<file path="config.mk">
export PLATFORM = sky130hd
export DESIGN_NAME = divider_control
export DESIGN_NICKNAME = d
export VERILOG_FILES = /design/src/rtl/divider_pkg.sv /design/src/rtl/divider_control.sv
export SDC_FILE = /design/constraint.sdc
export NUM_CORES = 1
export LEC_CHECK = 0
export CAP_MARGIN = 20
export CORE_AREA = 4 4 47 49
export DETAILED_ROUTE_END_ITERATION = 8
export DIE_AREA = 0 0 51 53
export GPL_ROUTABILITY_DRIVEN = 0
export PLACE_DENSITY = 0.7
export SETUP_SLACK_MARGIN = 0.3
export SLEW_MARGIN = 0
export SYNTH_ARGS = -nofsm -noshare
export SYNTH_HDL_FRONTEND = slang
export SYNTH_SLANG_ARGS = --single-unit
export TNS_END_PERCENT = 1
</file>
<file path="constraint.sdc">
create_clock -name Clock -period 2.67 [get_ports Clock]
set_clock_uncertainty 0.05 [all_clocks]
set_input_delay 0.4005 -clock Clock [delete_from_list [all_inputs] [get_ports Clock]]
set_output_delay 0.4005 -clock Clock [all_outputs]
set_load 0.05 [all_outputs]
</file>
<file path="src/rtl/divider_pkg.sv">
// Shared state encoding, iteration constants and strobe decode for the divider controller.
// The CHECK state exists only when DIVCTRL_ZERO_CHECK_EN is defined.
package divider_pkg;

    localparam int ITER_COUNT = 8;
    localparam int CNT_W      = 3;

    typedef enum logic [2:0] {
        IDLE,
        FETCH,
        CLEAR,
`ifdef DIVCTRL_ZERO_CHECK_EN
        CHECK,
`endif
        SHIFT,
        TRIAL,
        RESULT,
        DONE
    } state_t;

    typedef struct packed {
        logic enable_op1;
        logic enable_op2;
        logic load_a;
        logic load_b;
        logic load_m;
        logic enable_sub;
        logic enable_zero;
        logic load_result;
    } ctrl_t;

    // Moore part of the slice strobes for a given state; TRIAL's LoadM/Increment are added by the top.
    function automatic ctrl_t decode_ctrl(input state_t s);
        ctrl_t c;
        c = '0;
        case (s)
            FETCH: begin
                c.enable_op1 = 1'b1;
                c.enable_op2 = 1'b1;
                c.load_a     = 1'b1;
                c.load_b     = 1'b1;
            end
            CLEAR: begin
                c.enable_zero = 1'b1;
                c.load_m      = 1'b1;
            end
`ifdef DIVCTRL_ZERO_CHECK_EN
            CHECK: c.enable_zero = 1'b1;
`endif
            SHIFT: begin
                c.load_m = 1'b1;
                c.load_a = 1'b1;
            end
            TRIAL:   c.enable_sub  = 1'b1;
            RESULT:  c.load_result = 1'b1;
            default: ;
        endcase
        return c;
    endfunction

endpackage

</file>
<file path="src/rtl/divider_control.sv">
// Sequencer for an 8-slice restoring divider: fetch, clear, 8 shift/trial iterations, result.
// Define DIVCTRL_ZERO_CHECK_EN to add the divide-by-zero CHECK state and the Error flag.
module divider_control
    import divider_pkg::*;
(
    input  logic Clock,
    input  logic Reset,
    input  logic Start,
    input  logic Test,
    input  logic Overflow,
    input  logic nBorrowOut,
    output logic EnableOp1,
    output logic EnableOp2,
    output logic LoadA,
    output logic LoadB,
    output logic LoadM,
    output logic EnableSub,
    output logic EnableZero,
    output logic Increment,
    output logic LoadResult,
    output logic Busy,
    output logic Done,
    output logic Error
);

    state_t           state_q;
    state_t           state_d;
    logic [CNT_W-1:0] cnt_q;
    ctrl_t            ctrl_q;
    logic             busy_q;
    logic             done_q;
    logic             last_iter;
    logic             run;

    assign last_iter = (cnt_q == CNT_W'(ITER_COUNT - 1));
    assign run       = ~Test;

    always_comb begin
        state_d = state_q;
        case (state_q)
            IDLE:    if (Start) state_d = FETCH;
            FETCH:   state_d = CLEAR;
`ifdef DIVCTRL_ZERO_CHECK_EN
            CLEAR:   state_d = CHECK;
            CHECK:   state_d = Overflow ? DONE : SHIFT;
`else
            CLEAR:   state_d = SHIFT;
`endif
            SHIFT:   state_d = TRIAL;
            TRIAL:   state_d = last_iter ? RESULT : SHIFT;
            RESULT:  state_d = DONE;
            DONE:    state_d = Start ? FETCH : IDLE;
            default: state_d = IDLE;
        endcase
    end

    // Scan mode freezes every register; strobes are additionally masked below.
    always_ff @(posedge Clock) begin
        if (Reset) begin
            state_q <= IDLE;
            cnt_q   <= '0;
            ctrl_q  <= '0;
            busy_q  <= 1'b0;
            done_q  <= 1'b0;
        end else if (run) begin
            state_q <= state_d;
            ctrl_q  <= decode_ctrl(state_d);
            busy_q  <= (state_d != IDLE) && (state_d != DONE);
            done_q  <= (state_d == DONE);
            if (state_q == TRIAL) begin
                cnt_q <= cnt_q + CNT_W'(1);
            end else if (state_d == FETCH) begin
                cnt_q <= '0;
            end
        end
    end

`ifdef DIVCTRL_ZERO_CHECK_EN
    logic error_q;

    always_ff @(posedge Clock) begin
        if (Reset) begin
            error_q <= 1'b0;
        end else if (run) begin
            if (state_d == FETCH) begin
                error_q <= 1'b0;
            end else if ((state_q == CHECK) && Overflow) begin
                error_q <= 1'b1;
            end
        end
    end

    assign Error = error_q;
`else
    logic unused_overflow;
    assign unused_overflow = Overflow;
    assign Error           = 1'b0;
`endif

    // TRIAL commits the subtraction and the quotient bit only when the MSB slice did not borrow.
    assign EnableOp1  = ctrl_q.enable_op1 & run;
    assign EnableOp2  = ctrl_q.enable_op2 & run;
    assign LoadA      = ctrl_q.load_a & run;
    assign LoadB      = ctrl_q.load_b & run;
    assign LoadM      = (ctrl_q.load_m | (ctrl_q.enable_sub & nBorrowOut)) & run;
    assign EnableSub  = ctrl_q.enable_sub & run;
    assign EnableZero = ctrl_q.enable_zero & run;
    assign Increment  = ctrl_q.enable_sub & nBorrowOut & run;
    assign LoadResult = ctrl_q.load_result & run;
    assign Busy       = busy_q;
    assign Done       = done_q;

endmodule

</file>
==> impl_summary.log <==
[metrics] global routing met3 resource utilization: 0.03099
[metrics] Finished Layout Cells: 130
[metrics] Startpoint Class: primary input
[metrics] critical path's slowest cell: sky130_fd_sc_hd__nor2b_1
[metrics] count of mapped cells out of synthesis: 92
[metrics] library cell occupying the most area in the post-synthesis netlist: sky130_fd_sc_hd__dfxtp_1
[metrics] worst slew slack as a fraction of its limit: 0.6070
[metrics] Max Buffers Root-to-Sink: 2
[metrics] Tightest Hold Check Type: reg2reg
[metrics] IR drop worst, VDD: 0.2768 mV
[metrics] first-pass GRT wire length: 2601 um
[metrics] Post-synth top cells: sky130_fd_sc_hd__dfxtp_1 (14), sky130_fd_sc_hd__nand2_1 (10), sky130_fd_sc_hd__nor2_1 (10), sky130_fd_sc_hd__a21oi_1 (8), sky130_fd_sc_hd__nor2b_1 (8)
[metrics] number of antenna violations at the first check in global routing: 0
[metrics] wire length after detailed routing: 1649 um
[metrics] Critical Path, Cell by Cell: clkdlybuf4s50_1, nor2b_1, buf_12
[metrics] post-synthesis area per instance: 8.418 sq um
[metrics] root buffer cell: sky130_fd_sc_hd__clkbuf_4
[metrics] Sw Share: 0.2791
[metrics] transition at the pin with the smallest max-transition slack: 588.3 ps
[metrics] cell with the most instances after synthesis: sky130_fd_sc_hd__dfxtp_1
[metrics] Final Critical Period: 2075 ps
[metrics] layer with the highest usage: met2
[metrics] P_int: 0.3032 mW
[metrics] Fin. Hold Viols: 0
[metrics] aggregate global-route resource usage: 0.1286
[metrics] status: finished clean
[metrics] number of buffers created by CTS: 3
[metrics] clock latency of the later-clocked register in the worst-skew pair: 270 ps
[metrics] synth top area cells: sky130_fd_sc_hd__dfxtp_1 (36%), sky130_fd_sc_hd__nor2b_1 (6.5%), sky130_fd_sc_hd__a21oi_1 (5.2%), sky130_fd_sc_hd__nand2_1 (4.8%), sky130_fd_sc_hd__nor2_1 (4.8%)
[metrics] Yosys warning count: 0
[metrics] postcts setup bufs: 0
[metrics] Inserted Diodes: 0
[metrics] count of H-tree levels built during CTS: 1
[metrics] placed cells: 127
[metrics] via count of the routed design: 663
[metrics] DR DRC count: 0
[metrics] count of final setup violators: 0
[metrics] largest stage delay on the critical path: 510 ps
[metrics] ratio of cells with drive above 1 in the final layout: 0.2039
[metrics] relative contribution of the clock network to total power: 0.268
[metrics] sequential group share of total power: 0.537
[metrics] Comb power frac: 0.195
[metrics] met1 track demand over resource in global routing: 0.1468
[metrics] data required time of the worst path: 2220 ps
[metrics] # hold bufs at CTS: 0
[metrics] Iter 0 DRT Violations: 13
[metrics] sequential-to-total area share from yosys stat: 0.3619
[metrics] kind of capture point of the worst setup path: primary output
[metrics] number of top-level pins: 18
[metrics] maximum capacitance violations: 0
[metrics] overall overflow remaining after global route: 0
[metrics] final slew viol count: 0
[metrics] number of enable-type register cells in the synthesized netlist: 0
[metrics] Leak: 0.3867 nW
[metrics] PwrDens: 411.5 mW/mm^2
[metrics] HPWL reported at the end of detailed placement: 1159 um
[metrics] final net count: 113
[metrics] kind of cell adding the most delay to the critical path: buffers and inverters
[metrics] buffer and inverter count on the worst path: 2
[metrics] synthesis-stage register bit count: 14
[metrics] post-detailed-route count of antenna-violating nets: 0
[metrics] final worst setup slack: 595.1 ps
[metrics] Sinks on Clock Net: 14
[metrics] Gates resized, CTS repair: 0
[metrics] Design Power: 0.4206 mW
[metrics] overall die area: 0.002703 sq mm
[metrics] critical path class: in2out
[metrics] detail-routed net length per standard cell: 12.68 um
[metrics] final design utilization: 0.5491
[metrics] post-placement setup slack: 593.4 ps
[metrics] TritonCTS clock tree: yes
[metrics] number of distinct library cells after synthesis: 31
[metrics] met2 Track Usage GR: 0.2210
[metrics] # port buffers: 15
[metrics] arrival time worst endpoint: 1620 ps
[metrics] number of global-route vias before repair: 593
[metrics] total standard cell area after synthesis: 774.5 sq um
[metrics] maximum achievable frequency: 482.0 MHz
[metrics] period utilization: 0.7771
[metrics] post-synthesis net count: 100
[metrics] standard-cell rows: 16
[metrics] Die X-Extent: 51 um
[metrics] maximum number of pins on one net before global-route repair: 16
[metrics] setup repair after global routing missed its margin: no
[metrics] Switch Pwr: 0.1174 mW
[metrics] synth-to-layout area growth: 31.99%
[metrics] area of the placeable core: 0.001862 sq mm
[metrics] height of the chip: 53 um
[metrics] Worst-path clk slew: 80 ps
[metrics] final total negative setup slack: 0 ps
[metrics] first-pass iteration count of the detailed router: 4
[metrics] portion of synthesized cell area occupied by the leading cell type: 0.3619
[metrics] vias per cell: 5.100
[metrics] share of synthesized registers carrying an async set or reset: 0
[metrics] largest driver fanout on the critical path: 4
[metrics] dominant synthesized flop cell: sky130_fd_sc_hd__dfxtp_1
[metrics] initial standard-cell utilization of the core: 0.4160
==> power by group through the flow <==
stage / Combinational (mW) / Clock, mW / Sequential, mW
3_5_place_dp: 0.0816 / 0 / 0.230
5_1_grt: 0.0868 / 0.127 / 0.227
6_report: 0.0820 / 0.113 / 0.226
2_1_floorplan: 0.0529 / 0 / 0.229
4_1_cts: 0.0822 / 0.118 / 0.226
3_3_place_gp: 0.0800 / 0 / 0.230
==> final timing paths <==
kind / to / from / cells after the start / slack, ps
worst max-delay path: EnableOp2 / Test / 3 / 600
worst min-delay path: Busy / Busy / 2 / 400
worst max register to register: ctrl_q[5] / state_q[1] / 3 / 1200
worst min register to register: Busy / Busy / 2 / 400
==> per-stage QoR <==
| stage | hold WS [ps] | cell area (sq um) |
|---|---|---|
| 5_1_grt | 432.5 | 1022 |
| 3_3_place_gp | 387.5 | 999.7 |
| 2_1_floorplan | 372.1 | 774.5 |
| 4_1_cts | 402.0 | 1022 |
| 6_report | 400.4 | 1022 |
| 3_5_place_dp | 390.8 | 999.7 |
==> cell type report <==
cell class | count | area [sq um]
flip-flops and latches | 14 | 280.3
repair buffers | 17 | 255.2
inverters | 1 | 3.754
clock buffers | 3 | 22.52
fillers | 183 | 839.6
well taps | 27 | 33.78
multi-input cells | 68 | 426.7
==> routing by layer <==
layer  wire length [um]  vias up
met5                  0        -
met4                 22        0
met3                 78        4
met2                781       14
met1                766      304
li1                   -      341
==> sequential cells by signal, indices dropped and copies added (netlist names) <==
name and flops:
ctrl_q 6, cnt_q 3, state_q 3, Busy 1, Done 1
==> worst register-to-register path: cells and delay by family, from the launching register on <==
family | cells | cell delay (ps)
AOI/OAI and AO/OA | 2 | 420
DFF | 1 | 580
and+or+nand+nor | 1 | 310
==> logic make-up after synthesis <==
logic type / synth area share
DFF: 0.3619
and+or+nand+nor: 0.2698
AOI/OAI and AO/OA: 0.2326
other: 0.004842
adders and majority gates: 0.03231
xor gates and xnor gates: 0.01131
buffers and inverters: 0.08722
==> cell usage in the layout (no fill, tap or decap), types with 2 or more instances in the layout <==
cell / count
sky130_fd_sc_hd__a21oi_1: 8
sky130_fd_sc_hd__a22oi_1: 2
sky130_fd_sc_hd__a32oi_1: 2
sky130_fd_sc_hd__and2_1: 2
sky130_fd_sc_hd__and2b_2: 3
sky130_fd_sc_hd__buf_12: 9
sky130_fd_sc_hd__buf_4: 2
sky130_fd_sc_hd__clkbuf_4: 3
sky130_fd_sc_hd__clkdlybuf4s50_1: 6
sky130_fd_sc_hd__dfxtp_1: 14
sky130_fd_sc_hd__ha_1: 2
sky130_fd_sc_hd__nand2_1: 10
sky130_fd_sc_hd__nor2_1: 10
sky130_fd_sc_hd__nor2b_1: 8
sky130_fd_sc_hd__o21ai_0: 3
sky130_fd_sc_hd__o21ai_1: 2
sky130_fd_sc_hd__o41ai_1: 3
Note: power is estimated with default switching activity, not from simulation.
